[config.mk]
export PLATFORM = sky130hd
export DESIGN_NAME = adder_pipe_nb_flat
export DESIGN_NICKNAME = d
export VERILOG_FILES = /design/src/rtl/adder_pipe_pkg.sv /design/src/rtl/adder_pipe_nb_if.sv /design/src/rtl/adder_pipe_stage.sv /design/src/rtl/adder_pipe_nb.sv /design/src/flat_wrapper.sv
export SDC_FILE = /design/constraint.sdc
export NUM_CORES = 1
export LEC_CHECK = 0
export BUFFER_PORTS_ARGS = -buffer_cell sky130_fd_sc_hd__buf_2
export CORE_MARGIN = 2
export CORE_UTILIZATION = 28
export DETAILED_ROUTE_END_ITERATION = 7
export SETUP_SLACK_MARGIN = 0.2
export SLEW_MARGIN = 20
export SYNTH_ARGS = -nofsm -noshare
export SYNTH_HDL_FRONTEND = slang
export SYNTH_SLANG_ARGS = --single-unit
[constraint.sdc]
create_clock -name clk -period 8 [get_ports clk]
set_clock_uncertainty 0.15 [all_clocks]
set_input_delay 1.2 -clock clk [delete_from_list [all_inputs] [get_ports clk]]
set_output_delay 1.2 -clock clk [all_outputs]
set_load 0.01 [all_outputs]
[src/rtl/adder_pipe_pkg.sv]
// Shared helpers for the pipelined adder: chunk width and configuration legality.
package adder_pipe_pkg;

    function automatic int unsigned chunk_w(input int unsigned n, input int unsigned stages);
        return n / stages;
    endfunction

    // N must split into STAGES equal, non-empty chunks
    function automatic bit cfg_ok(input int unsigned n, input int unsigned stages);
        return (stages >= 1) && (stages <= n) && ((n % stages) == 0);
    endfunction

endpackage

[src/rtl/adder_pipe_nb_if.sv]
// Operand/result handshake bundle for adder_pipe_nb.
// ovf exists only when ADDER_PIPE_OVF_EN is defined.
interface adder_pipe_nb_if #(
    parameter int unsigned N = 16
);
    logic         in_valid;
    logic         in_ready;
    logic [N-1:0] a;
    logic [N-1:0] b;
    logic         cin;
    logic         out_valid;
    logic         out_ready;
    logic [N-1:0] sum;
    logic         cout;
`ifdef ADDER_PIPE_OVF_EN
    logic         ovf;
`endif

    modport master (
        output in_valid, a, b, cin, out_ready,
        input  in_ready, out_valid, sum, cout
`ifdef ADDER_PIPE_OVF_EN
        , input ovf
`endif
    );

    modport slave (
        input  in_valid, a, b, cin, out_ready,
        output in_ready, out_valid, sum, cout
`ifdef ADDER_PIPE_OVF_EN
        , output ovf
`endif
    );

endinterface

[src/rtl/adder_pipe_stage.sv]
// One W-bit chunk of the carry chain: registered sum, carry-out and stage valid.
module adder_pipe_stage #(
    parameter int unsigned W = 4
) (
    input  logic         clk,
    input  logic         rst,
    input  logic         en_i,
    input  logic         valid_i,
    input  logic [W-1:0] a_i,
    input  logic [W-1:0] b_i,
    input  logic         carry_i,
    output logic         valid_o,
    output logic [W-1:0] sum_o,
    output logic         carry_o
);
    logic [W:0]   add_d;
    logic         valid_q;
    logic [W-1:0] sum_q;
    logic         carry_q;

    always_comb begin
        add_d = {1'b0, a_i} + {1'b0, b_i} + (W+1)'(carry_i);
    end

    always_ff @(posedge clk) begin
        if (rst) begin
            valid_q <= 1'b0;
            sum_q   <= '0;
            carry_q <= 1'b0;
        end else if (en_i) begin
            valid_q <= valid_i;
            sum_q   <= add_d[W-1:0];
            carry_q <= add_d[W];
        end
    end

    assign valid_o = valid_q;
    assign sum_o   = sum_q;
    assign carry_o = carry_q;

endmodule

[src/rtl/adder_pipe_nb.sv]
// adder_pipe_nb: STAGES-deep pipelined N-bit adder, one chunk per stage, global stall.
// Build option ADDER_PIPE_OVF_EN adds the signed-overflow flag aligned with sum.
module adder_pipe_nb
    import adder_pipe_pkg::*;
#(
    parameter int unsigned N      = 16,
    parameter int unsigned STAGES = 4
) (
    input logic            clk,
    input logic            rst,
    adder_pipe_nb_if.slave bus
);
    localparam int unsigned W = chunk_w(N, STAGES);

    if (!cfg_ok(N, STAGES)) begin : g_cfg_err
        $error("adder_pipe_nb: N must be a multiple of STAGES with 1 <= STAGES <= N");
    end

    logic              en_c;
    logic [STAGES:0]   valid_w;
    logic [STAGES:0]   carry_w;
    logic [W-1:0]      a_chunk   [STAGES];
    logic [W-1:0]      b_chunk   [STAGES];
    logic [W-1:0]      sum_chunk [STAGES];
    logic [N-1:0]      sum_c;

    // Whole pipe holds while a result waits at the output
    assign en_c         = !(valid_w[STAGES] && !bus.out_ready);
    assign bus.in_ready = en_c;

    assign valid_w[0] = bus.in_valid;
    assign carry_w[0] = bus.cin;

    for (genvar k = 0; k < STAGES; k++) begin : g_chunk
        localparam int unsigned D = STAGES - 1 - k;

        // Chunk k waits k cycles so it meets the carry of its own transaction
        if (k == 0) begin : g_direct
            assign a_chunk[k] = bus.a[W-1:0];
            assign b_chunk[k] = bus.b[W-1:0];
        end else begin : g_skew
            logic [W-1:0] a_q [k];
            logic [W-1:0] b_q [k];

            always_ff @(posedge clk) begin
                if (rst) begin
                    for (int d = 0; d < k; d++) begin
                        a_q[d] <= '0;
                        b_q[d] <= '0;
                    end
                end else if (en_c) begin
                    a_q[0] <= bus.a[k*W +: W];
                    b_q[0] <= bus.b[k*W +: W];
                    for (int d = 1; d < k; d++) begin
                        a_q[d] <= a_q[d-1];
                        b_q[d] <= b_q[d-1];
                    end
                end
            end

            assign a_chunk[k] = a_q[k-1];
            assign b_chunk[k] = b_q[k-1];
        end

        adder_pipe_stage #(
            .W (W)
        ) u_stage (
            .clk     (clk),
            .rst     (rst),
            .en_i    (en_c),
            .valid_i (valid_w[k]),
            .a_i     (a_chunk[k]),
            .b_i     (b_chunk[k]),
            .carry_i (carry_w[k]),
            .valid_o (valid_w[k+1]),
            .sum_o   (sum_chunk[k]),
            .carry_o (carry_w[k+1])
        );

        // Early chunks wait for the last chunk so the full sum emerges together
        if (D == 0) begin : g_nodeskew
            assign sum_c[k*W +: W] = sum_chunk[k];
        end else begin : g_deskew
            logic [W-1:0] s_q [D];

            always_ff @(posedge clk) begin
                if (rst) begin
                    for (int d = 0; d < int'(D); d++) begin
                        s_q[d] <= '0;
                    end
                end else if (en_c) begin
                    s_q[0] <= sum_chunk[k];
                    for (int d = 1; d < int'(D); d++) begin
                        s_q[d] <= s_q[d-1];
                    end
                end
            end

            assign sum_c[k*W +: W] = s_q[D-1];
        end
    end

    assign bus.out_valid = valid_w[STAGES];
    assign bus.sum       = sum_c;
    assign bus.cout      = carry_w[STAGES];

`ifdef ADDER_PIPE_OVF_EN
    // Operand MSBs captured beside the last stage, so they align with its sum
    logic a_msb_q;
    logic b_msb_q;

    always_ff @(posedge clk) begin
        if (rst) begin
            a_msb_q <= 1'b0;
            b_msb_q <= 1'b0;
        end else if (en_c) begin
            a_msb_q <= a_chunk[STAGES-1][W-1];
            b_msb_q <= b_chunk[STAGES-1][W-1];
        end
    end

    assign bus.ovf = (a_msb_q == b_msb_q) && (sum_c[N-1] != a_msb_q);
`endif

endmodule

[src/flat_wrapper.sv]
// flat-port wrapper written by rule: the top's interface ports become plain ports
module adder_pipe_nb_flat import adder_pipe_pkg::*;
#(
    parameter int unsigned N      = 16,
    parameter int unsigned STAGES = 4
)
  (clk, rst, bus_in_valid, bus_a, bus_b, bus_cin, bus_out_ready, bus_in_ready, bus_out_valid, bus_sum, bus_cout);
  adder_pipe_nb_if #(.N(N)) bus_i ();
  input logic clk;
  input logic rst;
  input wire logic [$bits(bus_i.in_valid)-1:0] bus_in_valid;
  input wire logic [$bits(bus_i.a)-1:0] bus_a;
  input wire logic [$bits(bus_i.b)-1:0] bus_b;
  input wire logic [$bits(bus_i.cin)-1:0] bus_cin;
  input wire logic [$bits(bus_i.out_ready)-1:0] bus_out_ready;
  output wire logic [$bits(bus_i.in_ready)-1:0] bus_in_ready;
  output wire logic [$bits(bus_i.out_valid)-1:0] bus_out_valid;
  output wire logic [$bits(bus_i.sum)-1:0] bus_sum;
  output wire logic [$bits(bus_i.cout)-1:0] bus_cout;
  assign bus_i.in_valid = bus_in_valid;
  assign bus_i.a = bus_a;
  assign bus_i.b = bus_b;
  assign bus_i.cin = bus_cin;
  assign bus_i.out_ready = bus_out_ready;
  assign bus_in_ready = bus_i.in_ready;
  assign bus_out_valid = bus_i.out_valid;
  assign bus_sum = bus_i.sum;
  assign bus_cout = bus_i.cout;
  adder_pipe_nb #(.N(N), .STAGES(STAGES)) u_core (.clk(clk), .rst(rst), .bus(bus_i));
endmodule
After elaboration in Yosys (flattened, before gate mapping):

Memories as Yosys holds them, arrays and structs flattened.
Cells that the tools add are included.

* register bits after elaboration: 24
* RAM bits: 72
* input port bits: 37
* output and inout port bits: 19
* logic and storage cells: 76
* memories kept: 9

Memory list
* u_core.g_chunk[0].g_deskew.s_q: words 3, bits a word 4, rd ports 3, clocked after Yosys merged registers in 0, wr ports 3, RTL line adder_pipe_nb.sv:84 `logic [W-1:0] s_q [D];`
* u_core.g_chunk[3].g_skew.a_q: words 3, bits a word 4, rd ports 3, clocked after Yosys merged registers in 0, wr ports 3, RTL line adder_pipe_nb.sv:42 `logic [W-1:0] a_q [k];`
* u_core.g_chunk[3].g_skew.b_q: words 3, bits a word 4, rd ports 3, clocked after Yosys merged registers in 0, wr ports 3, RTL line adder_pipe_nb.sv:43 `logic [W-1:0] b_q [k];`
* u_core.g_chunk[1].g_deskew.s_q: words 2, bits a word 4, rd ports 2, clocked after Yosys merged registers in 0, wr ports 2, RTL line adder_pipe_nb.sv:84
* u_core.g_chunk[2].g_skew.a_q: words 2, bits a word 4, rd ports 2, clocked after Yosys merged registers in 0, wr ports 2, RTL line adder_pipe_nb.sv:42
* u_core.g_chunk[2].g_skew.b_q: words 2, bits a word 4, rd ports 2, clocked after Yosys merged registers in 0, wr ports 2, RTL line adder_pipe_nb.sv:43
* 3 more memories

* add/sub/neg operators: 8
* multiplexer cells: 26
* bitwise gates (word level): 15
* reductions and logical operators: 6

Operators with widths (count)
* 4-bit 2-to-1 mux: 18
* 4-bit by 4-bit adder with 5-bit output: 4
* 5-bit by 1-bit adder with 5-bit output: 4
* 1-bit bitwise OR: 15
* 4-bit OR reduction: 3
* 1-bit 2-to-1 mux: 8
* 1-bit logical NOT: 2
* 1-bit logical AND: 1

Depth between registers and ports, before layout:

* depth in word-level cells: 7
* depth in mapped cells: 7
* gate-level depth less buffers: 7

Hierarchy:

A second synthesis with hierarchy kept.

* cell total of the unflattened synthesis: 319
* area total of the unflattened synthesis: 4705.8 um2

By module, submodules not included
* adder_pipe_nb: times used 1, cells each 171, area an instance 3211.8 um2, sequential area each 2162.1 um2
* adder_pipe_stage (u_core.g_chunk[1].u_stage ...): times used 3, cells each 37, area an instance 374.1 um2, sequential area each 120.1 um2
* adder_pipe_stage (u_core.g_chunk[0].u_stage): times used 1, cells each 37, area an instance 371.6 um2, sequential area each 120.1 um2

Least setup slack after synthesis:

No wires, ideal clock.

* kind: input to register
* start: input bus_out_ready
* end: memory u_core.g_chunk[0].g_deskew.s_q[0][0] (enable)
* library setup time: 442 ps
* arrival: 3155 ps
* data required time: 7408 ps
* path slack: 4253 ps
* cell stages on the path: 4
* path buffers: 2
* path through: nor2b_4 -> buf_12 -> buf_8 -> nand2b_1

RTL lines
* start, declared: RTL line flat_wrapper.sv:15 `input wire logic [$bits(bus_i.out_ready)-1:0] bus_out_ready;`
* end, declared: RTL line adder_pipe_nb.sv:84

Final worst setup path:

* start: input bus_out_ready
* end: output bus_in_ready

* cells in the longest elaborated chain, start to end: 3

RTL lines
* 1-bit logical NOT: RTL line adder_pipe_nb.sv:28 `assign en_c = !(valid_w[STAGES] && !bus.out_ready);`
* 1-bit logical AND: RTL line adder_pipe_nb.sv:28
* 1-bit logical NOT: RTL line adder_pipe_nb.sv:28
* end, declared: RTL line flat_wrapper.sv:16 `output wire logic [$bits(bus_i.in_ready)-1:0] bus_in_ready;`

No other way between the ends.

==> results.cfg <==
[die]
core_area_um2 = 15000
die_y_um = 127
placementRows = 45
initial_core_util_pct = 28.4
die_w_um = 127
ios = 56
dieArea_um2 = 16200

[detailed_routing]
drt-initial-drc-count = 61
ant_nets = 0
firstDrtPassIters = 4
route.detailed.drc = 0
vias = 2310
via_per_inst = 4.15
wl_per_cell_um = 12.4
drt-total-wl_um = 6890

[cts]
post_cts_resized = 0
postCtsSetupBuffers = 0
clkLatencyLatePin_ps = 340
cts_tree = yes
htreeDepth = 3
cts_buffers = 9
path_clk_slew_ps = 60
ctsHoldBuffers = 0
cts_num_sinks = 96
clockBufferDepth = 2
cts_root_buffer = clkbuf_16

[placement]
io_buffer_count = 55
dp_hpwl_um = 4590
place.gp.congestion = 0.751

[setup_path]
criticalPathCategory = in2out
cp_num_buf_inv = 3
max_stage_delay_ps = 680
startpoint_type = input port
cpLargestDelayFamily = simple AND/OR/NAND/NOR gates
crit_path_top_delay_cell = nor2b_4
end_kind = output port
crit_fanout = 28
crit_top_cell = buf_2
critPathArrivalTime_ps = 2400
path_cells = buf_2, nor2b_4, inv_8, buf_2
cp.required_ps = 6650

[yosys]
avgSynthCellArea_um2 = 13.3
ys_ff_latch = 96
synth.area.top_cells = edfxtp_1 (51%), dfxtp_1 (11%), and2_1 (11%)
synth_flop_cell = edfxtp_1
syn_area_um2 = 4270
synth_edf_count = 72
syn_nets = 377
syn_inst = 320
post_synth_num_cell_types = 32
synth_top_area_cell = edfxtp_1
yosys-top-cells-count = and2_1 (72), edfxtp_1 (72), dfxtp_1 (24), nand2_1 (18), inv_1 (17)
yosysWarnings = 0
synth-seq-area-share_pct = 61.9
async_flop_share_pct = 0
yosys.area.top_type_share_pct = 50.7

[global_routing]
grt_max_degree = 73
grt_pass1_vias = 2335
grt-ovfl-total = 0
grtUsageTotal_pct = 9.11
antenna_found_initial = 0
grt_pass1_wl_um = 11400

[sta]
fmax_mhz = 266
setup_viol = 0
rsz0062_at_grt = false
period_share_pct = 46.9
period_needed_ps = 3750
maxSlewViolCount = 0
worst-slew-pin-transition_ps = 954
hold_violations = 0
relSlewSlack_pct = 36.4
fin_setup_tns_ps = 0

[job]
cap_violations = 0

[outcome]
outcome = complete, no violations

[cells_and_area]
syn2layout_area_growth_pct = 15.2
antenna_cells = 0
drive_above_1_share_pct = 22.0
final_core_util_pct = 32.7
nets = 420

[worst_hold_path]
hold_class = reg2reg

[pwr]
irDropWorstVdd_uv = 84.9
leakagePower_nw = 2.06
power.density_nw_per_um2 = 224
[cell type report]
class | instances | area, µm²
clock buffer | 13 | 250
clock inverter | 3 | 65.1
fill | 1472 | 10100
inverter | 18 | 75.1
multi-input combinational | 183 | 1370
sequential | 96 | 2640
tap | 188 | 235
timing repair buffer | 55 | 275
[per-layer routing]
metal | vias up | GRT usage, % | wire (µm)
met5 | - | 0 | 0
met2 | 50 | 14.7 | 3280
li1 | 1173 | - | -
met1 | 1078 | 11.0 | 3170
met3 | 9 | 3.43 | 349
met4 | 0 | 3.75 | 97
[metrics by stage]
stage	cell area (µm²)	power [mW]	worst slack (ps)	hold WS, ps	instances
finish	4910	1.10	4250	301	556
global route	4910	1.15	4150	332	556
CTS	4910	1.12	4240	303	556
detailed placement	4600	0.662	4230	296	540
global placement	4600	0.658	4260	289	540
floorplan	4270	0.638	4250	277	320
[cells in the final DEF (no fill, tap or decap), drive strengths merged]
cell type   n
clkbuf     13
dfxtp      24
bufinv      2
fa          8
nand2b      1
inv        18
a21oi      12
ha         12
edfxtp     72
clkinv      1
buf        55
a221oi      3
and2b       1
nand3b      9
a21o        1
nand3       3
o21ai       3
nor2b       5
nand4       2
a2111o      4
and2       72
o211ai      2
nand2      18
a211oi      8
xnor2       4
nor3        1
nor2       14
[cell families after synthesis]
family / share of synthesized area, %
XOR/XNOR: 0.821
buffers and inverters: 6.13
flip-flops: 61.9
AND/OR/NAND/NOR: 17.3
adder cells (fa/ha/maj): 7.27
AO/OA/AOI/OAI: 6.51
[where the power goes]
group	internal, mW	leakage (nW)	total (mW)	switching [mW]
Sequential	0.564	1.05	0.573	0.00911
Combinational	0.0369	0.850	0.0769	0.0399
Clock	0.282	0.154	0.451	0.169
[final timing paths]
| check | startpoint | end | slack [ps] | depth (start not counted) |
|---|---|---|---|---|
| worst max register to register | u_core.g_chunk[3].u_stage.valid_o | u_core.g_chunk[1].g_skew.b_q[0][2] | 5570 | 2 |
| worst max-delay path | bus_out_ready | bus_in_ready | 4250 | 4 |
| worst min register to register | u_core.g_chunk[1].u_stage.sum_o[2] | u_core.g_chunk[1].u_stage.sum_o[2] | 300 | 2 |
| worst min-delay path | u_core.g_chunk[1].u_stage.sum_o[2] | u_core.g_chunk[1].u_stage.sum_o[2] | 300 | 2 |
[registers in the layout, indices dropped and copies added (netlist names)]
signal                          flops
u_core.g_chunk.u_stage.valid_o      4
u_core.g_chunk.g_deskew.s_q        24
u_core.g_chunk.g_skew.b_q          24
u_core.g_chunk.g_skew.a_q          24
u_core.g_chunk.u_stage.carry_o      4
u_core.g_chunk.u_stage.sum_o       16
[worst reg2reg max path, stage by stage, from the launching register on]
cell	delay, ps
dfxtp_1	330
nor2b_4	730
nand2b_4	700
Power figures use the tool's default switching activity.
